--- config.mk ---
export PLATFORM = sky130hd
export DESIGN_NAME = pipeline_hazard_ctrl
export DESIGN_NICKNAME = d
export VERILOG_FILES = /design/src/rtl/pipe_ctrl_pkg.sv /design/src/rtl/sat_counter.sv /design/src/rtl/pipeline_hazard_ctrl.sv
export SDC_FILE = /design/constraint.sdc
export NUM_CORES = 1
export LEC_CHECK = 0
export CAP_MARGIN = 20
export CORE_ASPECT_RATIO = 1.5
export CORE_UTILIZATION = 43
export DETAILED_ROUTE_END_ITERATION = 10
export GPL_TIMING_DRIVEN = 0
export PLACE_DENSITY = 0.76
export SYNTH_ARGS = -nofsm -noshare
export SYNTH_HDL_FRONTEND = slang
export SYNTH_SLANG_ARGS = --single-unit
--- constraint.sdc ---
create_clock -name clk -period 1.8 [get_ports clk]
set_clock_uncertainty 0.05 [all_clocks]
set_input_delay 0.36 -clock clk [delete_from_list [all_inputs] [get_ports clk]]
set_output_delay 0.36 -clock clk [all_outputs]
set_load 0.02 [all_outputs]
--- src/rtl/pipe_ctrl_pkg.sv ---
// pipe_ctrl_pkg: shared types and constants for the pipeline hazard controller
package pipe_ctrl_pkg;
    localparam int REG_W = 4;
    typedef enum logic [1:0] {RUN, MEM_WAIT, DRAIN, HALTED} state_t;
    typedef struct packed {
        logic stall_if;
        logic stall_id;
        logic stall_ex;
        logic stall_mem;
        logic flush_id;
        logic bubble_ex;
    } hz_ctrl_t;
    localparam hz_ctrl_t CTRL_NOP = '0;
endpackage

--- src/rtl/sat_counter.sv ---
// sat_counter: up-counter with synchronous clear that sticks at all-ones
module sat_counter #(
    parameter int W = 8
) (
    input  logic         clk,
    input  logic         rst,
    input  logic         clr,
    input  logic         inc,
    output logic [W-1:0] q
);
    logic [W-1:0] cnt_q, cnt_d;

    always_comb cnt_d = clr ? '0 : (inc && !(&cnt_q)) ? cnt_q + 1'b1 : cnt_q;

    always_ff @(posedge clk or posedge rst)
        if (rst) cnt_q <= '0;
        else     cnt_q <= cnt_d;

    assign q = cnt_q;
endmodule

--- src/rtl/pipeline_hazard_ctrl.sv ---
// pipeline_hazard_ctrl: stall/flush sequencer for load-use, branch, memory wait and HLT drain
module pipeline_hazard_ctrl
    import pipe_ctrl_pkg::*;
#(
    parameter int MEM_TIMEOUT  = 64,
    parameter int DRAIN_CYCLES = 3,
    parameter int CNT_W        = 16
) (
    input  logic             clk,
    input  logic             rst,
    input  logic [REG_W-1:0] src0_ID,
    input  logic [REG_W-1:0] src1_ID,
    input  logic             src0_used_ID,
    input  logic             src1_used_ID,
    input  logic             hlt_ID,
    input  logic [REG_W-1:0] dst_EX,
    input  logic             re_mem_EX,
    input  logic             branch_taken_EX,
    input  logic             mem_req_MEM,
    input  logic             mem_rdy_MEM,
    output logic             stall_IF,
    output logic             stall_ID,
    output logic             stall_EX,
    output logic             stall_MEM,
    output logic             flush_ID,
    output logic             bubble_EX,
    output logic             halted,
    output logic             mem_err,
    output logic [CNT_W-1:0] stall_cnt
);
    localparam int WC_W = $clog2(MEM_TIMEOUT + 1);
    localparam int DC_W = $clog2(DRAIN_CYCLES + 1);

    state_t          state_q, state_d;
    logic [DC_W-1:0] drain_cnt_q, drain_cnt_d;
    logic            mem_err_q, mem_err_d;
    logic [WC_W-1:0] wait_cnt;
    logic            wait_inc, stall_inc;
    logic            mem_busy, load_use;
    hz_ctrl_t        ctrl;

    assign mem_busy = mem_req_MEM & ~mem_rdy_MEM;
    assign load_use = re_mem_EX && dst_EX != '0 &&
                      ((src0_used_ID && src0_ID == dst_EX) || (src1_used_ID && src1_ID == dst_EX));

    always_comb begin
        ctrl        = CTRL_NOP;
        state_d     = state_q;
        drain_cnt_d = drain_cnt_q;
        mem_err_d   = mem_err_q;
        wait_inc    = 1'b0;
        case (state_q)
            RUN, MEM_WAIT: begin
                if (mem_busy) begin
                    ctrl.stall_if  = 1'b1;
                    ctrl.stall_id  = 1'b1;
                    ctrl.stall_ex  = 1'b1;
                    ctrl.stall_mem = 1'b1;
                    wait_inc       = 1'b1;
                    state_d        = MEM_WAIT;
                    if (state_q == MEM_WAIT && wait_cnt >= WC_W'(MEM_TIMEOUT)) begin
                        mem_err_d = 1'b1;
                        state_d   = HALTED;
                    end
                end else begin
                    state_d = RUN;
                    if (branch_taken_EX) begin
                        ctrl.flush_id  = 1'b1;
                        ctrl.bubble_ex = 1'b1;
                    end else if (load_use) begin
                        ctrl.stall_if  = 1'b1;
                        ctrl.bubble_ex = 1'b1;
                    end else if (hlt_ID) begin
                        ctrl.stall_if = 1'b1;
                        state_d       = DRAIN;
                        drain_cnt_d   = '0;
                    end
                end
            end
            DRAIN: begin
                ctrl.stall_if  = 1'b1;
                ctrl.flush_id  = 1'b1;
                ctrl.bubble_ex = 1'b1;
                if (mem_busy) begin
                    ctrl.stall_ex  = 1'b1;
                    ctrl.stall_mem = 1'b1;
                end else if (drain_cnt_q == DC_W'(DRAIN_CYCLES - 1)) begin
                    state_d = HALTED;
                end else begin
                    drain_cnt_d = drain_cnt_q + 1'b1;
                end
            end
            HALTED: begin
                ctrl.stall_if  = 1'b1;
                ctrl.stall_id  = 1'b1;
                ctrl.stall_ex  = 1'b1;
                ctrl.stall_mem = 1'b1;
            end
            default: state_d = RUN;
        endcase
    end

    always_ff @(posedge clk or posedge rst)
        if (rst) begin
            state_q     <= RUN;
            drain_cnt_q <= '0;
            mem_err_q   <= 1'b0;
        end else begin
            state_q     <= state_d;
            drain_cnt_q <= drain_cnt_d;
            mem_err_q   <= mem_err_d;
        end

    // wait_cnt idles at zero so the first busy cycle in RUN leaves it at one
    sat_counter #(.W(WC_W)) u_wait_cnt (
        .clk (clk),
        .rst (rst),
        .clr (~wait_inc),
        .inc (wait_inc),
        .q   (wait_cnt)
    );

    assign stall_inc = ctrl.stall_if && state_q != HALTED;

    sat_counter #(.W(CNT_W)) u_stall_cnt (
        .clk (clk),
        .rst (rst),
        .clr (1'b0),
        .inc (stall_inc),
        .q   (stall_cnt)
    );

    assign stall_IF  = ~rst & ctrl.stall_if;
    assign stall_ID  = ~rst & ctrl.stall_id;
    assign stall_EX  = ~rst & ctrl.stall_ex;
    assign stall_MEM = ~rst & ctrl.stall_mem;
    assign flush_ID  = ~rst & ctrl.flush_id;
    assign bubble_EX = ~rst & ctrl.bubble_ex;
    assign halted    = ~rst & (state_q == HALTED);
    assign mem_err   = mem_err_q;
endmodule

==> summary.md <==
| Metric | Value |
|---|---|
| Area enclosed by the die boundary | roughly 4000 um2 |
| Filler cell count | around 240 |
| Clk sinks | 28 |
| Global-route wire length before repair | approximately 7000 um |
| Via count | 1,499 |
| Total cell area at the placement stage | about 2200 um2 |
| Antenna viol nets, final | 0 |
| HP Class | primary input to async pin |
| Post-synthesis to final-layout area growth | 62.7% |
| Port Buffers | 44 |
| Violations in the final reports | setup timing |
| Proportion of synthesized chip area in sequential cells | roughly 44% |
| Category of the most critical setup path | primary input to primary output |
| Kind of capture point of the worst setup path | primary output |
| Final slew viol count | 0 |
| Count of non-filler cells in the finished layout | approximately 270 |
| Routability congestion estimate | 0.781 |
| Required arrival time at the worst endpoint | 1.39 ns |
| Post-route total power | ~1.8 mW |
| Library cells used by synthesis | 35 |
| Fin crit share | 117% |
| RSZ-0062 raised after global routing | yes |
| Clock tree from TritonCTS | done |
| Clock latency of the later-clocked register in the worst-skew pair | about 0.27 ns |
| Worst Setup Slack, final | -0.314 ns |
| Diode count | 0 |
| Synthesis-stage register bit count | 28 |
| Hold violation count in the final report | 0 |
| Proportion of layout cells with a drive suffix above 1 | between 40% and 50% |
| CTS root buffer | sky130_fd_sc_hd__clkbuf_8 |
| Power per unit of standard cell area | approximately 720 nW/um2 |
| Cell Count Post-Placement | around 250 |
| Minimum setup slack after placement | -1.22 ns |
| Detailed-route wire length | between 4000 and 5000 um |
| DRT iter0 DRCs | 25 |
| Synthesized netlist net count | 183 |
| Status | finished with violations |
| Level count of the clock H-tree | 1 |
| Critical Path, Cell by Cell | buf_8 -> o41a_1 -> nand3_2 -> nor4_4 -> buf_4 -> o31ai_4 -> a21oi_1 -> buf_4 |
| Number of setup violations in the final report | 20 |
| Pin count of the biggest net entering global routing | 29 |
| Min Clock Period, post-route | ~2.1 ns |
| Post-Synthesis Cells | between 150 and 200 |
| Number of antenna violations at the first check in global routing | 0 |
| Core area | ~3400 um2 |
| Horizontal die dimension | roughly 51 um |
| Routed met3 length | ~160 um |
| Chip Height | about 76 um |
| CP Max Fanout | 3 |
| Met2 Routed Length | about 2600 um |
| Total overflow reported by the global router | 0 |
| Lkg Pwr | about 1.1 nW |
| Number of enable-type register cells in the synthesized netlist | 0 |
| Top layer reached by signal wires | met4 |
| Post-route cell area | around 2600 um2 |
| Starting density of the core | 45.8% |
| Routed len/inst | 16.3 um |
| Number of buffers created by CTS | 3 |
| Final layout net count | 254 |
| Number of top-level pins | 45 |
| Via count of the first global-routing pass | approximately 1.6k |
| Met1 Wirelength | roughly 1600 um |
| Largest stage delay, worst path | approximately 0.46 ns |
| Iteration count of the initial detailed-routing pass | 4 |
| Clock Path Buffers | 2 |
| Category of the worst setup path launch point | primary input |
| Highest achievable clock rate | between 400 and 500 MHz |
| DRC violations left | 0 |
| Average cell area after synthesis | approximately 9.9 um2 |
| Slowest stage cell on the critical path | sky130_fd_sc_hd__o41a_1 |
| Maximum ir drop on the vdd rail | between 0.0006 and 0.0007 V |
| Detail Placement HPWL | 2770 um |
| Routed via count divided by cell count | roughly 5.5 |
| Worst hold slack across all endpoints | around 0.29 ns |
| Critical Path AT | 1.70 ns |
| Actual slew at the worst max-slew pin | just under 0.5 ns |
| Fraction of synthesis flops using an asynchronous set or reset pin | 100% |
| Clock-pin slew on the worst setup and hold paths | about 0.09 ns |
| Max Cap Viol | 0 |
| Worst relative slew slack | about two thirds |
| Crit path top cell by count | sky130_fd_sc_hd__buf_4 |
| Total routing usage reported by global routing | between 20% and 30% |
| Count of warnings emitted by yosys | 0 |
| Core Rows | 26 |
| Dominant register cell in the synthesized netlist | sky130_fd_sc_hd__dfrtp_1 |
| Internal reg-to-reg setup slack | -0.16 ns |
| Synth Cell Area | roughly 1600 um2 |
kinds of logic after synthesis:
group	share of synthesized area, %
buffers and inverters	3.57
muxes	3.41
AOI/OAI and AO/OA	12.2
adders and majority gates	2.38
DFF	44.4
and+or+nand+nor	21.9
xor gates and xnor gates	12.2
worst paths after layout:
kind / startpoint / end / depth (start not counted)
max in group asynchronous: rst / u_stall_cnt.q[5] / 3
hold / removal: rst / u_stall_cnt.q[11] / 2
setup reg to reg: u_stall_cnt.q[5] / u_stall_cnt.q[1] / 7
hold reg to reg: u_stall_cnt.q[10] / u_stall_cnt.q[10] / 1
min in group clk: u_stall_cnt.q[10] / u_stall_cnt.q[10] / 1
setup / recovery: dst_EX[2] / stall_IF / 8
per-stage QoR:
step | util, % | setup TNS (ns)
detailed placement | 62.8 | -21.97
global route | 74.5 | -3.77
CTS | 71.7 | -3.81
finish | 74.5 | -2.38
floorplan | - | -0.826
global placement | 62.8 | -20.06
sequential cells by signal, summed over array words and instances (netlist names):
signal         flops
drain_cnt_q        2
mem_err            1
state_q            2
u_stall_cnt.q     16
u_wait_cnt.q       7
layout make-up:
type	count	area (um2)	area share (%)
buffer	4	30.0	1.17
clock buffer	3	41.3	1.61
clock inverter	1	30.0	1.17
inverter	6	22.5	0.877
multi-input combinational	119	1050	40.8
sequential	28	709	27.6
tap	42	52.6	2.05
timing repair buffer	68	634	24.7
Yosys cell counts (2+ instances only):
| cell | instances | area share [%] |
|---|---|---|
| sky130_fd_sc_hd__a21oi_1 | 9 | 2.9 |
| sky130_fd_sc_hd__clkbuf_1 | 4 | 0.95 |
| sky130_fd_sc_hd__nor4_2 | 2 | 1.6 |
| sky130_fd_sc_hd__mux2_2 | 3 | 2.1 |
| sky130_fd_sc_hd__a31oi_1 | 3 | 1.2 |
| sky130_fd_sc_hd__ha_1 | 3 | 2.4 |
| sky130_fd_sc_hd__nand3_2 | 2 | 1.3 |
| sky130_fd_sc_hd__and3_1 | 7 | 2.8 |
| sky130_fd_sc_hd__o21ai_0 | 7 | 2.2 |
| sky130_fd_sc_hd__inv_1 | 6 | 1.4 |
| sky130_fd_sc_hd__xnor2_1 | 13 | 7.2 |
| sky130_fd_sc_hd__xor2_1 | 9 | 5.0 |
| sky130_fd_sc_hd__nor3_1 | 2 | 0.63 |
| sky130_fd_sc_hd__dfrtp_1 | 28 | 44 |
| sky130_fd_sc_hd__nor2_1 | 12 | 2.9 |
| sky130_fd_sc_hd__and2_2 | 3 | 1.4 |
| sky130_fd_sc_hd__mux2i_1 | 2 | 1.3 |
| sky130_fd_sc_hd__nand2b_1 | 5 | 2.0 |
| sky130_fd_sc_hd__nand2_1 | 10 | 2.4 |
| sky130_fd_sc_hd__nand4_1 | 7 | 2.8 |
| sky130_fd_sc_hd__nand3_1 | 8 | 2.5 |
metal layers:
metal	vias up	GRT usage [%]
met5	-	0
met2	53	43.2
met3	10	2.59
li1	693	-
met1	743	24.4
met4	0	4.32
power by group:
part	switching (mW)	internal [mW]	leakage [nW]	total, mW
logic	0.290	0.303	0.726	0.594
clock network	0.198	0.298	0.0357	0.496
registers	0.0680	0.690	0.352	0.758
total	0.556	1.29	1.11	1.85
cell usage in the layout, fill, tap and decap left out, drive strengths merged, types with 2 or more instances in the layout:
master and instances:
dlygate4sd2 6, mux2i 2, o21ai 7, nand2 10, a21oi 11, mux2 3, xnor2 13, inv 6
ha 3, nand2b 5, a31oi 3, nor3 2, nor2 12, dfrtp 28, nor4 3, xor2 9
clkdlybuf4s15 5, clkdlybuf4s50 18, clkbuf 7, nand4 7, and2 3, nand3 10, and3 8, buf 39
repair_timing:
| item | in CTS | in global routing |
|---|---|---|
| hold endpoints to repair | 0 | 0 |
| pin swaps | 31 | 16 |
| hold buffers | 0 | 0 |
| gates resized for setup | 104 | 16 |
| cloned | 1 | 0 |
| setup buffers | 15 | 8 |
| endpoints found under the setup margin | 27 | 23 |
critical path, delay by kind of cell:
family,cells,cell delay [ns]
compound gates,3,0.78
buf+inv,3,0.41
simple gates,2,0.15
No activity file was read; power rests on OpenSTA's default activity.
